File: src/rtl/mw_pkg.sv
// Shared types and sizing helpers for the microwave cooking-cycle controller.
package mw_pkg;

  typedef enum logic [2:0] {
    IDLE  = 3'd0,
    SET   = 3'd1,
    COOK  = 3'd2,
    PAUSE = 3'd3,
    DONE  = 3'd4
  } state_t;

  // Never returns less than 1, so a counter for a modulus of 1 still has one bit.
  function automatic int clog2(input int value);
    int r;
    r = 0;
    while ((1 << r) < value) r = r + 1;
    return (r < 1) ? 1 : r;
  endfunction

endpackage

File: src/rtl/mw_tick_prescaler.sv
// Modulo-DIV cycle counter; o_tick is high on the last count while i_run is high.
// The count holds whenever i_run is low; i_clear returns it to 0 and wins over i_run.
module mw_tick_prescaler
  import mw_pkg::*;
#(
  parameter int DIV = 100
) (
  input  logic clk,
  input  logic i_clear,
  input  logic i_run,
  output logic o_tick
);

  localparam int CW = clog2(DIV);
  localparam logic [CW-1:0] LAST = CW'(DIV - 1);

  logic [CW-1:0] r_cnt;
  logic          w_wrap;

  assign w_wrap = (r_cnt == LAST);
  assign o_tick = i_run & w_wrap;

  always_ff @(posedge clk) begin
    if (i_clear) begin
      r_cnt <= '0;
    end else if (i_run) begin
      r_cnt <= w_wrap ? '0 : r_cnt + 1'b1;
    end
  end

endmodule

File: src/rtl/microwave_ctrl.sv
// Cooking-cycle controller driving a countdown timer, the magnetron and the buzzer.
// Define MW_DOOR_LOCK_EN to add a registered door_lock output that is high while cooking.
module microwave_ctrl
  import mw_pkg::*;
#(
  parameter int TICK_DIV    = 100,
  parameter int BEEP_CYCLES = 3
) (
  input  logic clk,
  input  logic clear,
  input  logic key_valid,
  input  logic start,
  input  logic stop,
  input  logic door_closed,
  input  logic timer_zero,
  output logic timer_load,
  output logic timer_enable,
  output logic timer_clear,
  output logic mag_on,
`ifdef MW_DOOR_LOCK_EN
  output logic door_lock,
`endif
  output logic done_beep
);

  localparam int BW = clog2(BEEP_CYCLES + 1);
  localparam logic [BW-1:0] BEEP_INIT = BW'(BEEP_CYCLES);
  localparam logic [BW-1:0] BEEP_LAST = BW'(1);

  state_t        r_state;
  state_t        w_next;
  logic          r_start_q;
  logic          r_stop_q;
  logic [BW-1:0] r_beep;
  logic          w_start_rise;
  logic          w_stop_rise;
  logic          w_beep_load;
  logic          w_pre_clear;
  logic          w_run;
  logic          w_tick;

  assign w_start_rise = start & ~r_start_q;
  assign w_stop_rise  = stop & ~r_stop_q;
  assign w_run        = (r_state == COOK) & ~clear;

  mw_tick_prescaler #(
    .DIV (TICK_DIV)
  ) u_prescaler (
    .clk     (clk),
    .i_clear (clear | w_pre_clear),
    .i_run   (w_run),
    .o_tick  (w_tick)
  );

  always_comb begin
    w_next       = r_state;
    timer_load   = 1'b0;
    timer_enable = 1'b0;
    timer_clear  = 1'b0;
    mag_on       = 1'b0;
    done_beep    = 1'b0;
    w_beep_load  = 1'b0;
    w_pre_clear  = 1'b0;
    case (r_state)
      IDLE: begin
        if (key_valid) begin
          timer_load = 1'b1;
          w_next     = SET;
        end
      end
      SET: begin
        if (w_stop_rise) begin
          timer_clear = 1'b1;
          w_next      = IDLE;
        end else if (w_start_rise && door_closed && !timer_zero) begin
          w_pre_clear = 1'b1;
          w_next      = COOK;
        end else if (key_valid) begin
          timer_load = 1'b1;
        end
      end
      COOK: begin
        // Gated by the door directly so the magnetron drops in the very cycle it opens.
        mag_on       = door_closed;
        timer_enable = w_tick;
        if (w_stop_rise || !door_closed) begin
          w_next = PAUSE;
        end else if (timer_zero) begin
          w_beep_load = 1'b1;
          w_next      = DONE;
        end
      end
      PAUSE: begin
        if (w_stop_rise) begin
          timer_clear = 1'b1;
          w_next      = IDLE;
        end else if (w_start_rise && door_closed) begin
          w_next = COOK;
        end
      end
      DONE: begin
        done_beep = 1'b1;
        if (w_stop_rise || !door_closed || (r_beep <= BEEP_LAST)) begin
          w_next = IDLE;
        end
      end
      default: w_next = IDLE;
    endcase
    if (clear) begin
      w_next       = IDLE;
      timer_load   = 1'b0;
      timer_enable = 1'b0;
      timer_clear  = 1'b1;
      mag_on       = 1'b0;
      done_beep    = 1'b0;
      w_beep_load  = 1'b0;
    end
  end

  always_ff @(posedge clk) begin
    if (clear) begin
      r_state   <= IDLE;
      r_start_q <= 1'b0;
      r_stop_q  <= 1'b0;
      r_beep    <= '0;
    end else begin
      r_state   <= w_next;
      r_start_q <= start;
      r_stop_q  <= stop;
      if (w_beep_load) begin
        r_beep <= BEEP_INIT;
      end else if ((r_state == DONE) && (r_beep != '0)) begin
        r_beep <= r_beep - 1'b1;
      end
    end
  end

`ifdef MW_DOOR_LOCK_EN
  logic r_door_lock;

  always_ff @(posedge clk) begin
    if (clear) begin
      r_door_lock <= 1'b0;
    end else begin
      r_door_lock <= (w_next == COOK);
    end
  end

  assign door_lock = r_door_lock & ~clear;
`endif

endmodule
File: config.mk
export PLATFORM = sky130hd
export DESIGN_NAME = microwave_ctrl
export DESIGN_NICKNAME = d
export VERILOG_FILES = /design/src/rtl/mw_pkg.sv /design/src/rtl/mw_tick_prescaler.sv /design/src/rtl/microwave_ctrl.sv
export SDC_FILE = /design/constraint.sdc
export NUM_CORES = 1
export LEC_CHECK = 0
export BUFFER_PORTS_ARGS = -buffer_cell sky130_fd_sc_hd__buf_2
export CORE_ASPECT_RATIO = 1.25
export CORE_MARGIN = 2
export CORE_UTILIZATION = 29
export DETAILED_ROUTE_END_ITERATION = 12
export GPL_TIMING_DRIVEN = 0
export PLACE_DENSITY = 0.53
export SLEW_MARGIN = 30
export SYNTH_ARGS = -nofsm -noshare
export SYNTH_HDL_FRONTEND = slang
export SYNTH_SLANG_ARGS = --single-unit
File: constraint.sdc
create_clock -name clk -period 1.96 [get_ports clk]
set_input_delay 0.196 -clock clk [delete_from_list [all_inputs] [get_ports clk]]
set_output_delay 0.196 -clock clk [all_outputs]
set_load 0.005 [all_outputs]
=== Yosys cells after proc, flatten, opt, wreduce, memory -nomap -nowiden ===
Cells that the tools add are included.

* Add/subtract/negate cells: 2
* Multipliers: 0
* Div/mod/pow operators: 0
* $lt $le $gt $ge: 1
* Equal/unequal tests: 10
* Shift operators: 0
* Muxes and demuxes: 33
* Bitwise gates (word level): 8
* Reduce and logical (&&, ||, !) cells: 12

{| class="wikitable"
|+ Operators with widths
! cell !! count
|-
| two-way mux 3 bit || 8
|-
| two-way mux 1 bit || 20
|-
| case mux 3 bit (5 select lines) || 1
|-
| adder 7 x 1 -> 7 bit (second input constant) || 1
|-
| equality test 7 bit (second input constant) || 1
|-
| two-way mux 7 bit || 1
|-
| equality test 3 x 2 -> 1 bit (second input constant) || 2
|-
| inequality test 3 bit (second input constant) || 2
|-
| AND reduction 5 bit || 1
|-
| bitwise AND 1 bit || 4
|-
| two-way mux 2 bit || 2
|-
| inequality test 2 bit (second input constant) || 2
|-
| nonzero test 2 bit || 2
|-
| equality test 3 x 1 -> 1 bit (second input constant) || 1
|-
| equality test 3 bit (second input constant) || 1
|-
| logical AND 1 bit || 3
|-
| logical NOT 3 bit || 1
|-
| inequality test 3 x 2 -> 1 bit (second input constant) || 1
|-
| inverter 1 bit || 3
|-
| less-or-equal comparator 2 x 1 -> 1 bit (second input constant) || 1
|-
| logical NOT 1 bit || 2
|-
| logical OR 1 bit || 2
|-
| case mux 1 bit (2 select lines) || 1
|-
| OR reduction 2 bit || 1
|-
| 2 further kinds || 2
|}

* Register bits: 14
* Latch bits: 0
* Memory bits (writable): 0
* Bits in read-only memories: 0
* Bits of input ports: 7
* Output and inout port bits: 5
* Logic and storage cells: 71
* Memories: 0

=== Logic depth before layout (Yosys ltp) ===
* Depth in word-level cells: 8
* Depth in mapped cells: 6
* Depth with buffers taken out: 6

=== By module ===
A second synthesis with hierarchy kept.

* Cells, all modules: 89
* Area, all modules: 870.8 um2

{| class="wikitable"
|+ By module, submodules not included
! module !! times used !! cells an instance !! area each (um2) !! seq. area each (um2)
|-
| microwave_ctrl || 1 || 53 || 500.5 || 140.1
|-
| mw_tick_prescaler || 1 || 36 || 370.4 || 140.1
|}

=== Least setup slack after synthesis ===
OpenSTA, ideal clock, no wires.

* Path kind: register to register
* Start point: reg r_state[2]
* End point: reg u_prescaler.r_cnt[1]
* Library setup time: 131 ps
* Data arrival time: 1249 ps
* Data required time: 1829 ps
* Path slack: 580 ps
* Stages on the path, launching flop included: 6
* Path buffers: 1
* Period minus slack after synthesis: 1380 ps
* Path through: dfxtp_1 -> buf_6 -> nor4b_4 -> nand4_2 -> o311ai_4 -> nor3_2

* Word-level cells in the longest chain between the ends: 3
* Elaborated cells on any way between the ends: 5
* Those cells by class: 2 x eq/ne; 1 x mux; 2 x bitwise

{| class="wikitable"
|+ RTL lines
! element !! line !! source
|-
| start, declared || microwave_ctrl.sv:30 || <nowiki>state_t r_state;</nowiki>
|-
| start signal, assigned || microwave_ctrl.sv:127 || <nowiki>r_state <= w_next;</nowiki>
|-
| equality test 3 x 1 -> 1 bit || microwave_ctrl.sv:64 || <nowiki>case (r_state)</nowiki>
|-
| two-way mux 1 bit || microwave_ctrl.sv:64 ||
|-
| OR 1 bit || microwave_ctrl.sv:50 || <nowiki>.i_clear (clear | w_pre_clear),</nowiki>
|-
| end signal, assigned || mw_tick_prescaler.sv:27 || <nowiki>r_cnt <= w_wrap ? '0 : r_cnt + 1'b1;</nowiki>
|-
| end, declared || mw_tick_prescaler.sv:17 || <nowiki>logic [CW-1:0] r_cnt;</nowiki>
|}

Parallel ways exist; a longest one is shown, timed or not.
A chain may end at the register's enable or synchronous reset.

=== Worst setup path after layout ===
* Start point: reg r_state[0]
* End point: out timer_enable

* Word-level cells in the longest chain between the ends: 5

{| class="wikitable"
|+ RTL lines
! element !! line !! source
|-
| equality test 3 x 2 -> 1 bit * || microwave_ctrl.sv:44, microwave_ctrl.sv:64 ||
|-
| bitwise AND 1 bit || microwave_ctrl.sv:44 || <nowiki>assign w_run = (r_state == COOK) & ~clear;</nowiki>
|-
| bitwise AND 1 bit || mw_tick_prescaler.sv:21 || <nowiki>assign o_tick = i_run & w_wrap;</nowiki>
|-
| two-way mux 1 bit * || microwave_ctrl.sv:64 ||
|-
| two-way mux 1 bit * || microwave_ctrl.sv:109 || <nowiki>if (clear) begin</nowiki>
|-
| end, declared || microwave_ctrl.sv:17 || <nowiki>output logic timer_enable,</nowiki>
|}

Mark *: on every way between the ends. The rest lies on a longest branch, timed or not.

==> summary.md <==
| Metric | Value |
|---|---|
| Num rows | `21` |
| Top Ports | `12` |
| Crit-path max FO | `8` |
| Post-synth EDFFs | `0` |
| DR DRC count | `0` |
| Vias | `678` |
| CTS buffer count | `3` |
| Area of the multi-input gates | `485 um^2` |
| Gate power share | `0.189` |
| R2R depth | `5` |
| Slew Limit Headroom | `0.712` |
| Drt initial violations | `18` |
| Synth top area cells | `dfxtp_1, nor2b_1, xor2_1` |
| Die Height | `63.5 um` |
| Overall routed net length | `1600 um` |
| Status | `finished clean` |
| Count of different cell masters after synthesis | `34` |
| Area of the core | `2680 um^2` |
| RSZ-0062 raised after global routing | `false` |
| HPWL after DPL | `1190 um` |
| GRT Total Usage | `0.106` |
| Detail Route Antenna Nets | `0` |
| Post-CTS Hold Buffers | `0` |
| Setup crit start kind | `flop` |
| Setup TNS | `0 ns` |
| Die ar. | `3270 um^2` |
| Nets | `117` |
| Cell type with the largest total area after synthesis | `dfxtp_1` |
| Hold WC Path Type | `in -> reg` |
| Final Wtd Congestion | `0.808` |
| WHS Path Cells | `2` |
| Core Util, Final | `0.357` |
| Net Count, Synth | `101` |
| Power Dens Cells | `664 nW/um^2` |
| Endpoints failing hold | `0` |
| Slew of the pin with the lowest slew margin | `0.431 ns` |
| Reg2reg end | `u_prescaler.r_cnt[2]` |
| Share of layout cells above drive strength 1 | `0.236` |
| Ys flop type | `dfxtp_1` |
| Yosys top cell area share | `0.341` |
| Final Cycle Share | `0.847` |
| Fillers | `299` |
| Async set-reset flop share out of synthesis | `0` |
| YS warnings | `0` |
| Leakage | `0.384 nW` |
| Largest net degree at the start of global routing | `11` |
| Max Slew Vio Count | `0` |
| Sequential share of power | `0.480` |
| CTS tree | `yes` |
| Fin Clk Skew | `0.00150 ns` |
| Min Tclk post-route | `1.66 ns` |
| Max Clk Rate | `602 MHz` |
| Syn Area/Cell | `9.02 um^2` |
| Starting Density | `0.306` |
| N_diodes | `0` |
| Overflow after GRT | `0` |
| Vias per Instance | `4.84` |
| Drt first pass iters | `4` |
| Worst-skew pair later-pin latency | `0.28 ns` |
| Vias in the first global route | `636` |
| Layout area overhead | `16.6%` |
| Cells after synthesis | `91` |
| Die Wd | `51.6 um` |
| Crit end category | `output pin` |
| H-tree depth | `1` |
| Syn Std Cell Area | `821 um^2` |
| Crit path kind | `reg -> out` |
| Clk pwr share | `0.331` |
| Initial antenna violation count | `0` |
| Sequential element share of the synthesized area | `0.341` |
| Critical Path AT | `1.46 ns` |
| Post_cts resized | `0` |
| Routed len/inst | `11.4 um` |
| Cell-internal power | `0.000463 W` |
| Yosys reg bits | `14` |
| Worst hold endpoint | `r_start_q` |
| MaxCap Viol Count | `0` |
| Port Buf Inserts | `10` |
| Post-synth top cells | `dfxtp_1, nor2_1, nor2b_1` |
| Worst reg2reg setup slack | `0.47 ns` |
| Clk sinks | `14` |
| RR Startpoint | `r_stop_q` |
| Count of final setup violators | `0` |
| Clk pin slew, worst setup/hold paths | `0.09 ns` |
| Net Sw Frac | `0.271` |
| Sequential cell area | `280 um^2` |
| Worst hold start | `start` |
| CP Data Required Time | `1.76 ns` |
| Net Switching | `0.000173 W` |
| Top-count cell post-synth | `dfxtp_1` |
| Global-route wire length before repair | `2640 um` |
| Max IR drop VDD | `0.526 mV` |
| Clock buffer depth | `2` |
| Clock root buffer | `clkbuf_4` |
-- through the flow --
stage	setup slack (ns)	power [W]	std cells	cell area, um^2	hold WS, ns
floorplan	0.580	0.000402	91	821	0.324
global placement	0.407	0.000431	135	913	0.423
detailed placement	0.396	0.000432	135	913	0.430
CTS	0.0691	0.000654	139	950	0.126
global route	0.203	0.000681	140	957	0.133
finish	0.300	0.000636	140	957	0.140
-- layout by cell type, fill, tap and decap left out, drive strengths merged --
cell and instances:
a21oi 5, a311oi 1, a31oi 2, and2 1
and3 2, buf 15, clkbuf 5, dfxtp 14
ha 3, inv 5, nand2 5, nand2b 2
nand3 3, nand3b 1, nand4 4, nor2 8
nor2b 7, nor3 2, nor3b 1, nor4b 4
nor4bb 1, o211ai 3, o21ai 1, o311ai 1
o31ai 1, or2 1, or3 1, xnor2 2
xor2 5
-- worst max-delay path: stages (launching register included) --
cell     delay, ns
dfxtp_1       0.31
buf_6         0.13
nor4b_4       0.36
nand4_2       0.19
inv_1         0.08
buf_2         0.10
-- worst max-delay path by stage --
stage / startpoint / to / slack, ns / cells past startpoint
after floorplan: r_state[2] / u_prescaler.r_cnt[1] / 0.58 / 5
after global placement: r_state[2] / u_prescaler.r_cnt[6] / 0.41 / 5
after detailed placement: r_state[2] / u_prescaler.r_cnt[1] / 0.40 / 5
after CTS: r_state[2] / timer_enable / 0.07 / 5
after global routing: r_state[0] / timer_enable / 0.20 / 5
final: r_state[0] / timer_enable / 0.30 / 5
-- power by group through the flow --
stage | registers, W | clock network [W] | logic (W)
after floorplan | 0.000310 | 0 | 0.0000923
after global routing | 0.000307 | 0.000240 | 0.000134
after CTS | 0.000306 | 0.000228 | 0.000120
after detailed placement | 0.000312 | 0 | 0.000119
after global placement | 0.000312 | 0 | 0.000119
final | 0.000305 | 0.000210 | 0.000120
-- state kept, by name, indices dropped and copies added, names as in the netlist --
name               flops
u_prescaler.r_cnt      7
r_beep                 2
r_start_q              1
r_state                3
r_stop_q               1
-- repair_timing --
action,in CTS,in global routing
hold endpoints to repair,0,0
endpoints found under the setup margin,0,1
buffers inserted,0,1
-- final cells by class --
type | count | area share
inverters | 5 | 0.0196
clock buffers | 4 | 0.0379
flip-flops and latches | 14 | 0.293
well taps | 34 | 0.0444
repair buffers | 11 | 0.0601
plain buffers | 5 | 0.0379
multi-input cells | 67 | 0.507
-- metal layers --
| layer | vias up | part of all wire | routed length, um | GRT usage |
|---|---|---|---|---|
| met5 | - | 0 | 0 | 0 |
| met4 | 0 | 0.0088 | 14 | 0.0296 |
| met3 | 2 | 0.037 | 59 | 0.0427 |
| met2 | 12 | 0.50 | 793 | 0.173 |
| met1 | 313 | 0.46 | 732 | 0.128 |
| li1 | 351 | - | - | - |
-- cell families (layout without fill, tap and decap cells) --
kind of cell / count (synthesis) / count (layout) / share of synthesized area
AND/OR/NAND/NOR: 43 / 43 / 0.340
AO/OA/AOI/OAI: 14 / 14 / 0.131
flip-flops: 14 / 14 / 0.341
buffers and inverters: 10 / 25 / 0.0671
XOR/XNOR: 7 / 7 / 0.0747
adder cells (fa/ha/maj): 3 / 3 / 0.0457
Note: power is estimated with default switching activity, not from simulation.
